$ cat config.mk
export PLATFORM = sky130hd
export DESIGN_NAME = seq_arith_control
export DESIGN_NICKNAME = d
export VERILOG_FILES = /design/src/rtl/seq_arith_pkg.sv /design/src/rtl/seq_add_sub_w.sv /design/src/rtl/seq_arith_control.sv
export SDC_FILE = /design/constraint.sdc
export NUM_CORES = 1
export LEC_CHECK = 0
export CAP_MARGIN = 25
export CORE_ASPECT_RATIO = 1.75
export CORE_MARGIN = 2
export CORE_UTILIZATION = 50
export DETAILED_ROUTE_END_ITERATION = 7
export PLACE_DENSITY = 0.78
export SYNTH_ARGS = -nofsm -noshare
export SYNTH_HDL_FRONTEND = slang
export SYNTH_SLANG_ARGS = --single-unit
$ cat constraint.sdc
create_clock -name clk -period 3.9 [get_ports clk]
set_input_delay 0.78 -clock clk [delete_from_list [all_inputs] [get_ports clk]]
set_output_delay 0.78 -clock clk [all_outputs]
set_load 0.02 [all_outputs]
$ cat src/rtl/seq_arith_pkg.sv
// Shared opcodes and FSM state encoding for the sequential arithmetic unit.
package seq_arith_pkg;

  localparam logic [1:0] OP_ADD = 2'b00;
  localparam logic [1:0] OP_MUL = 2'b01;
  localparam logic [1:0] OP_DIV = 2'b10;
  localparam logic [1:0] OP_RSV = 2'b11;

  typedef enum logic [1:0] {IDLE, RUN, DONE} state_t;

endpackage

$ cat src/rtl/seq_add_sub_w.sv
// W-bit adder/subtractor; subtraction inverts i_b, caller supplies the +1 via i_cin.
module seq_add_sub_w #(
  parameter int unsigned WIDTH = 4
) (
  input  logic [WIDTH-1:0] i_a,
  input  logic [WIDTH-1:0] i_b,
  input  logic             i_sub,
  input  logic             i_cin,
  output logic [WIDTH-1:0] o_sum,
  output logic             o_cout
);

  logic [WIDTH:0] w_full;

  assign w_full = {1'b0, i_a} + {1'b0, i_b ^ {WIDTH{i_sub}}} + {{WIDTH{1'b0}}, i_cin};
  assign o_sum  = w_full[WIDTH-1:0];
  assign o_cout = w_full[WIDTH];

endmodule

$ cat src/rtl/seq_arith_control.sv
// One-bit-per-clock unsigned add / multiply / divide with a start/done handshake.
module seq_arith_control
  import seq_arith_pkg::*;
#(
  parameter int unsigned WIDTH = 4
) (
  input  logic             clk,
  input  logic             reset,
  input  logic             start,
  input  logic [1:0]       op,
  input  logic [WIDTH-1:0] in1,
  input  logic [WIDTH-1:0] in2,
  output logic [WIDTH-1:0] out_high,
  output logic [WIDTH-1:0] out_low,
  output logic             flag,
  output logic             done
);

  localparam int unsigned CNT_W = $clog2(WIDTH + 1);

  state_t             r_state;
  logic [1:0]         r_op;
  logic [WIDTH-1:0]   r_op_a;
  logic [WIDTH-1:0]   r_op_b;
  logic [2*WIDTH-1:0] r_acc;
  logic               r_carry;
  logic [CNT_W-1:0]   r_cnt;

  logic [WIDTH-1:0]   w_add_a;
  logic [WIDTH-1:0]   w_add_b;
  logic               w_add_sub;
  logic               w_add_cin;
  logic [WIDTH-1:0]   w_sum;
  logic               w_cout;
  logic [WIDTH:0]     w_rem_sh;
  logic               w_ge;
  logic [2*WIDTH-1:0] w_acc_nxt;
  logic               w_carry_nxt;

  // Divide: remainder shifted left with the next dividend bit (MSB of the low half).
  assign w_rem_sh = {r_acc[2*WIDTH-1:WIDTH], r_acc[WIDTH-1]};

  // Shared adder operand steering per operation.
  always_comb begin
    w_add_a   = r_acc[2*WIDTH-1:WIDTH];
    w_add_b   = r_op_a;
    w_add_sub = 1'b0;
    w_add_cin = 1'b0;
    case (r_op)
      OP_ADD: begin
        w_add_a   = WIDTH'(r_op_a[0]);
        w_add_b   = WIDTH'(r_op_b[0]);
        w_add_cin = r_carry;
      end
      OP_DIV: begin
        w_add_a   = w_rem_sh[WIDTH-1:0];
        w_add_b   = r_op_b;
        w_add_sub = 1'b1;
        w_add_cin = 1'b1;
      end
      default: ;
    endcase
  end

  seq_add_sub_w #(.WIDTH(WIDTH)) u_add_sub (
    .i_a   (w_add_a),
    .i_b   (w_add_b),
    .i_sub (w_add_sub),
    .i_cin (w_add_cin),
    .o_sum (w_sum),
    .o_cout(w_cout)
  );

  // Next accumulator value for one step of the selected operation.
  always_comb begin
    w_acc_nxt   = r_acc;
    w_carry_nxt = r_carry;
    w_ge        = 1'b0;
    case (r_op)
      OP_ADD: begin
        w_acc_nxt   = {r_acc[2*WIDTH-1:WIDTH], w_sum[0], r_acc[WIDTH-1:1]};
        w_carry_nxt = w_sum[1];
      end
      OP_MUL: begin
        if (r_acc[0]) w_acc_nxt = {w_cout, w_sum, r_acc[WIDTH-1:1]};
        else          w_acc_nxt = {1'b0, r_acc[2*WIDTH-1:1]};
      end
      OP_DIV: begin
        // A set shifted-out MSB means the trial remainder already exceeds any divisor.
        w_ge      = w_rem_sh[WIDTH] | w_cout;
        w_acc_nxt = {(w_ge ? w_sum : w_rem_sh[WIDTH-1:0]), r_acc[WIDTH-2:0], w_ge};
      end
      default: ;
    endcase
  end

  always_ff @(posedge clk or negedge reset) begin
    if (!reset) begin
      r_state  <= IDLE;
      r_op     <= OP_ADD;
      r_op_a   <= '0;
      r_op_b   <= '0;
      r_acc    <= '0;
      r_carry  <= 1'b0;
      r_cnt    <= '0;
      out_high <= '0;
      out_low  <= '0;
      flag     <= 1'b0;
      done     <= 1'b0;
    end else begin
      case (r_state)
        IDLE, DONE: begin
          if (start) begin
            r_state <= RUN;
            done    <= 1'b0;
            r_op    <= op;
            r_op_a  <= in1;
            r_op_b  <= in2;
            r_carry <= 1'b0;
            r_cnt   <= '0;
            case (op)
              OP_MUL:  r_acc <= {{WIDTH{1'b0}}, in2};
              OP_DIV:  r_acc <= {{WIDTH{1'b0}}, in1};
              default: r_acc <= '0;
            endcase
          end
        end
        RUN: begin
          r_acc   <= w_acc_nxt;
          r_carry <= w_carry_nxt;
          r_cnt   <= r_cnt + CNT_W'(1);
          if (r_op == OP_ADD) begin
            r_op_a <= r_op_a >> 1;
            r_op_b <= r_op_b >> 1;
          end
          if (r_cnt == CNT_W'(WIDTH - 1)) begin
            r_state <= DONE;
            done    <= 1'b1;
            case (r_op)
              OP_ADD: begin
                out_high <= '0;
                out_low  <= w_acc_nxt[WIDTH-1:0];
                flag     <= w_carry_nxt;
              end
              OP_MUL: begin
                out_high <= w_acc_nxt[2*WIDTH-1:WIDTH];
                out_low  <= w_acc_nxt[WIDTH-1:0];
                flag     <= 1'b0;
              end
              OP_DIV: begin
                out_high <= w_acc_nxt[2*WIDTH-1:WIDTH];
                out_low  <= w_acc_nxt[WIDTH-1:0];
                flag     <= (r_op_b == '0);
              end
              default: begin
                out_high <= '0;
                out_low  <= '0;
                flag     <= 1'b1;
              end
            endcase
          end
        end
        default: r_state <= IDLE;
      endcase
    end
  end

endmodule

== Word-level counts from Yosys, hierarchy flattened ==
Index checks and enable logic that the tools add are counted.
Word-level totals
  flip-flop bits (word level): 34
  input port bits: 13
Operators by class
  add/subtract/negate cells: 3
  equality and inequality tests: 10
  multiplexer cells: 29
  bitwise gates (word level): 2
  reduce and logical (&&, ||, !) cells: 13
Operator list (count)
  $pmux W4 S2: 5
  $mux W4: 7
  $pmux W8 S3: 1
  $mux W8: 2
  $pmux W8 S2: 1
  $reduce_and A2 Y1: 4
  $eq A2 B1 Y1 const B: 3
  $eq A2 B2 Y1 const B: 3
  $ne A2 B2 Y1 const B: 3
  $pmux W1 S2: 3
  $pmux W3 S2: 1
  $reduce_and A3 Y1: 2
  $add A4 B4 Y5: 1
  $add A5 B1 Y5: 1
  $logic_not A2 Y1: 2
  $logic_not A4 Y1: 1
  $mux W1: 4
  $mux W2: 2
  $pmux W2 S2: 1
  $reduce_or A2 Y1: 2
  $xor A4 B4 Y4: 1
  $add A3 B1 Y3 const B: 1
  $eq A3 B2 Y1 const B: 1
  $mux W3: 1
  4 further kinds: 4

== Longest topological paths before layout ==
Gate-level depths: netlist (run 1).
  depth after elaboration: 9
  depth in mapped cells: 14
  depth with buffers taken out: 12

== Hierarchy ==
Synthesis (run 1) repeated with hierarchy kept, for this count alone.
Second synthesis, totals
  cell total of the unflattened synthesis: 211
  area, all modules: 2209.6 µm²
By module, submodules not included
  seq_arith_control: times used 1, cells an instance 191, area each 2033.2 µm²
  seq_add_sub_w: times used 1, cells an instance 20, area each 176.4 µm²

== Least setup slack after synthesis (run 1) ==
No wires, ideal clock.
  kind: flip-flop to flip-flop
  from: reg r_op[0]
  to: reg out_high[0]
  library setup time: 130 ps
  arrival: 2825 ps
  path slack: 945 ps
  stages on the path, launching flop included: 14
  buffers on the path: 2
  clock period less this slack: 2955 ps
  cell sequence: dfrtp_1 > inv_1 > ha_1 > buf_2 > nor2_1 > buf_2 > a21oi_1 > fa_1 > fa_1 > nand3b_1 > nand2_2 > mux2i_1 > a2bb2oi_1 > o21ai_0
Between the ends
  longest elaborated chain between the ends: 9
  elaborated cells on any way between the ends: 16
RTL lines
  start, declared: RTL line seq_arith_control.sv:22  | logic [1:0] r_op;
  start signal, assigned: RTL line seq_arith_control.sv:116  | r_op <= op;
  $eq A2 B2 Y1 or $logic_not A2 Y1 (tied branches): RTL line seq_arith_control.sv:49, seq_arith_control.sv:79, seq_arith_control.sv:139
  $pmux W4 S2 or $mux W1 (tied branches): RTL line seq_arith_control.sv:49  | case (r_op)
  $xor A4 B4 Y4: RTL line seq_add_sub_w.sv:15  | assign w_full = {1'b0, i_a} + {1'b0, i_b ^ {WIDTH{i_sub}}} + {{WIDTH{1'b0}}, i_cin};
  $add A4 B4 Y5: RTL line seq_add_sub_w.sv:15
  $add A5 B1 Y5: RTL line seq_add_sub_w.sv:15
  $or A1 B1 Y1: RTL line seq_arith_control.sv:90  | w_ge = w_rem_sh[WIDTH] | w_cout;
  $mux W4: RTL line seq_arith_control.sv:91  | w_acc_nxt = {(w_ge ? w_sum : w_rem_sh[WIDTH-1:0]), r_acc[WIDTH-2:0], w_ge};
  $pmux W8 S3: RTL line seq_arith_control.sv:79  | case (r_op)
  $mux W4 *: RTL line seq_arith_control.sv:139  | case (r_op)
  end signal, assigned: RTL line seq_arith_control.sv:146  | out_high <= w_acc_nxt[2*WIDTH-1:WIDTH];
  end signal, assigned: RTL line seq_arith_control.sv:151  | out_high <= w_acc_nxt[2*WIDTH-1:WIDTH];
  end, declared: RTL line seq_arith_control.sv:13  | output logic [WIDTH-1:0] out_high,
Mark *: on every way between the ends. The rest lies on a longest branch, timed or not.
A chain may end at the register's enable or synchronous reset.

== Worst setup path in the final report (run 1) ==
  from: reg r_op[0]
  to: reg r_acc[5]
Between the ends
  longest elaborated chain between the ends: 9
  elaborated cells on any way between the ends: 15
RTL lines
  $eq A2 B2 Y1 or $logic_not A2 Y1 (tied branches): RTL line seq_arith_control.sv:49, seq_arith_control.sv:79
  $pmux W4 S2 or $mux W1 (tied branches): RTL line seq_arith_control.sv:49
  $xor A4 B4 Y4: RTL line seq_add_sub_w.sv:15
  $add A4 B4 Y5: RTL line seq_add_sub_w.sv:15
  $add A5 B1 Y5: RTL line seq_add_sub_w.sv:15
  $or A1 B1 Y1: RTL line seq_arith_control.sv:90
  $mux W4: RTL line seq_arith_control.sv:91
  $pmux W8 S3 *: RTL line seq_arith_control.sv:79
  $pmux W8 S2 *: RTL line seq_arith_control.sv:111  | case (r_state)
  end signal, assigned: RTL line seq_arith_control.sv:122  | OP_MUL: r_acc <= {{WIDTH{1'b0}}, in2};
  end signal, assigned: RTL line seq_arith_control.sv:123  | OP_DIV: r_acc <= {{WIDTH{1'b0}}, in1};
  end signal, assigned: RTL line seq_arith_control.sv:129  | r_acc <= w_acc_nxt;
  end, declared: RTL line seq_arith_control.sv:25  | logic [2*WIDTH-1:0] r_acc;
Marks and branches as above.

==> run_results.csv, run 1 <==
group,metric,value,unit
sta,slew_violations,0,
synthesis,synth_edf_count,0,
sta,clock_skew,0.006698,ns
finish,fill_cells,376,
synthesis,synth.distinct_cells,38,
synthesis,syn-instance-count,223,
floorplanning,io_pins,23,
synthesis,synthTopCellsByCount,"dfrtp_1, nand2_1, o21ai_0, inv_1, ha_1",
synthesis,synthFlopType,"dfrtp_1",
clock_tree,clk_path_buf_depth,2,
finish,multi_input_area,0.001121,mm²
outcome,status,"finished clean",
power_and_ir_drop,p_per_area,844.4,mW/mm²
floorplanning,die_area,0.004706,mm²
synthesis,ys_async_sr_fraction,100.0,%
clock_tree,postCtsHoldBufs,0,
critical_path,crit_fanout,12,
finish,diodes,0,
floorplanning,die_y,89.26,µm
sta,setup_viol,0,
global_routing,grt_overflow,0,
critical_path,reg2regPathDepth,11,
clock_tree,htreeDepth,2,
sta,final_hold_viol_count,0,
floorplanning,core_area,0.004073,mm²
critical_path,cpPeakStageDelay,0.55,ns
critical_path,worstPathRequired,4.06,ns
clock_tree,root_buffer,"clkbuf_8",
sta,fin_crit_sh,89.11,%
critical_path,crit_path_top_delay_cell,"nor2_1",
sta,period_needed,3.475,ns
synthesis,netlist_top_cells_area,"dfrtp_1, ha_1, o21ai_0, nand2_1, mux2i_1",
sta,tns,0,ns
critical_path,cp_cell_sequence,"inv_1 -> ha_1 -> nor2_1 -> a21oi_1 -> fa_1 -> fa_1 -> nand3b_1 -> nand2_2 -> mux2i_1 -> a2bb2oi_1 -> o21ai_0",
place,dp_hpwl,3622,µm
floorplanning,rows,31,
drt,drtAntennaViolNets,0,
place,placed_cells,285,
synthesis,synth_area_per_cell,9.314,µm²
synthesis,synth_seq_cells,34,
critical_path,cp-start-kind,"register",
sta,relSlewSlack,54.52,%
finish,register_area,850.8,µm²
drt,vias,1737,
synthesis,synth_nets,250,
global_routing,grt_pass1_wl,7831,µm
power_and_ir_drop,p_leak,1.041,nW
global_routing,grt_max_degree,35,
clock_tree,clkLatencyLatePin,0.29,ns
critical_path,end_kind,"register",
finish,nNetsFinal,270,
drt,drtPass1Iterations,4,
clock_tree,cts_buffers,5,
clock_tree,postCtsSetupBuffers,0,
drt,wl_per_cell,15.58,µm
worst_hold_path,hold_path_class,"reg2reg",
synthesis,yosys.area.top_type_share,40.96,%
global_routing,grt_pass1_vias,1768,
drt,drc,0,
sta,fmax,287.7,MHz
clock_tree,clk_pin_slew,0.07,ns
critical_path,crit_type,"reg2reg",
clock_tree,cts_tree,"built",
drt,wl,4564,µm
critical_path,path_common_cell,"fa_1",
synthesis,netlist_area,0.002077,mm²
clock_tree,cts_resized,0,
place,place.gp.congestion,0.8862,
drt,via_per_inst,5.928,
critical_path,worstPathArrival,3.64,ns
synthesis,yosysSeqAreaShare,40.96,%
floorplanning,initial_core_util,51.00,%
finish,area_growth,15.78,%
global_routing,track_usage,22.85,%
clock_tree,cts_sinks,34,
finish,layout-drive-gt1-share,6.148,%
synthesis,yosys_warnings,0,
sta,rsz0062_at_grt,"no",
sta,tightestPinTransition,0.6807,ns
global_routing,antenna_found_initial,0,
floorplanning,die_w,52.72,µm
synthesis,synth_most_common_cell,"dfrtp_1",
flow_run,maxCapViolCount,0,
synthesis,yosysTopAreaCell,"dfrtp_1",
power_and_ir_drop,irDropWorstVdd,0.4158,mV
place,port_buffers,22,
drt,drtIter0Drc,51,
worst_hold_path,hold_depth,2,
finish,instances_no_fill,293,
kinds of logic after synthesis:
logic type / share of synthesized area (%)
simple gates: 14.52
xor+xnor: 0.8435
buf+inv: 5.060
compound gates: 25.12
mux: 4.338
fa+ha+maj: 9.157
flops: 40.96
sequential cells by signal (all words and copies together) (netlist names):
name / flops
r_op_a: 4
r_state: 2
r_op: 2
r_cnt: 3
r_acc: 8
r_op_b: 4
out_high: 4
r_carry: 1
done: 1
out_low: 4
flag: 1
area by class of cell:
cell class / instances / share of cell area (%)
inverters: 14 / 2.185
multi-input cells: 165 / 46.62
well taps: 49 / 2.549
clock buffers: 7 / 3.590
flip-flops and latches: 34 / 35.38
repair buffers: 23 / 9.469
clock inverters: 1 / 0.2081
cells in the final DEF, fill, tap and decap left out, types with 2 or more instances in the layout:
cell type / n
dfrtp_1: 34
nand2_1: 31
o21ai_0: 28
clkdlybuf4s50_1: 22
inv_1: 14
ha_1: 12
nor2_1: 11
a22oi_1: 10
mux2i_1: 9
a21oi_1: 8
a22o_1: 8
clkbuf_8: 6
nand2b_1: 5
a221o_1: 5
nor3_1: 5
o31ai_1: 4
a2bb2oi_1: 3
a221oi_1: 2
nor2b_1: 2
nand3b_1: 2
nand2_2: 2
nand3_1: 2
fa_1: 2
worst max-delay path: cells and delay by family, from the launching register on:
| kind | cells | cell delay (ns) |
|---|---|---|
| fa+ha+maj | 3 | 1.22 |
| simple gates | 3 | 0.91 |
| mux | 1 | 0.20 |
| buf+inv | 1 | 0.12 |
| compound gates | 3 | 0.48 |
| flops | 1 | 0.42 |
power breakdown:
group / switching, W / internal [W] / total (W)
registers: 0.000132 / 0.000495 / 0.000628
clock network: 0.000119 / 0.000142 / 0.000261
logic: 0.000675 / 0.000466 / 0.00114
path summary, 6_finish.rpt:
path,to,slack (ns),start
worst max register to register,r_acc[5],0.42,r_op[0]
worst max-delay path,r_acc[5],0.42,r_op[0]
worst min register to register,out_low[3],0.48,out_low[3]
max in group asynchronous,r_cnt[2],2.70,reset
min in group asynchronous,r_state[1],0.89,reset
worst min-delay path,out_low[3],0.48,out_low[3]
stage by stage:
stage | utilization [%] | power, W | hold slack [ns] | setup slack (ns) | instance area, µm²
after CTS | 59.05 | 0.002033 | 0.4862 | 0.4688 | 2405
after floorplan | - | 0.001476 | 0.4498 | 0.9449 | 2077
after global placement | 56.80 | 0.001742 | 0.4582 | 0.6315 | 2313
final | 59.05 | 0.002031 | 0.4781 | 0.4246 | 2405
after global routing | 59.05 | 0.002211 | 0.5210 | 0.1755 | 2405
after detailed placement | 56.80 | 0.001765 | 0.4687 | 0.4884 | 2313
metal layers:
| layer | up-vias | share of wire (%) | GRT usage, % |
|---|---|---|---|
| li1 | 844 | - | - |
| met1 | 841 | 38 | 23.16 |
| met2 | 39 | 56 | 41.59 |
| met3 | 13 | 3.4 | 4.682 |
| met4 | 0 | 3.3 | 13.52 |
| met5 | - | 0 | 0 |
No activity file was read; power rests on OpenSTA's default activity.
==> run 2: changes to the inputs <==
- clock period: 3.9 -> 3.91 ns (I/O delays scaled with it)
==> results of run 2 <==
The final DEF is identical to that of run 1. Status: finished clean.
Main changes from that run: setup slack after placement 0.4884 ns -> 0.4984 ns; setup slack after layout 0.4246 ns -> 0.4346 ns; register-to-register setup slack 0.42 ns -> 0.43 ns; total power 0.002031 W -> 0.002025 W; worst IR drop on VDD 0.4158 mV -> 0.4148 mV
==> run 3: changes to the inputs <==
- GPL_ROUTABILITY_DRIVEN: unset -> 1
==> results of run 3 <==
The final DEF is identical to that of run 1. Status: finished clean.
Main changes from that run: setup slack after placement 0.4884 ns -> 0.4984 ns; setup slack after layout 0.4246 ns -> 0.4346 ns; register-to-register setup slack 0.42 ns -> 0.43 ns; total power 0.002031 W -> 0.002025 W; worst IR drop on VDD 0.4158 mV -> 0.4148 mV
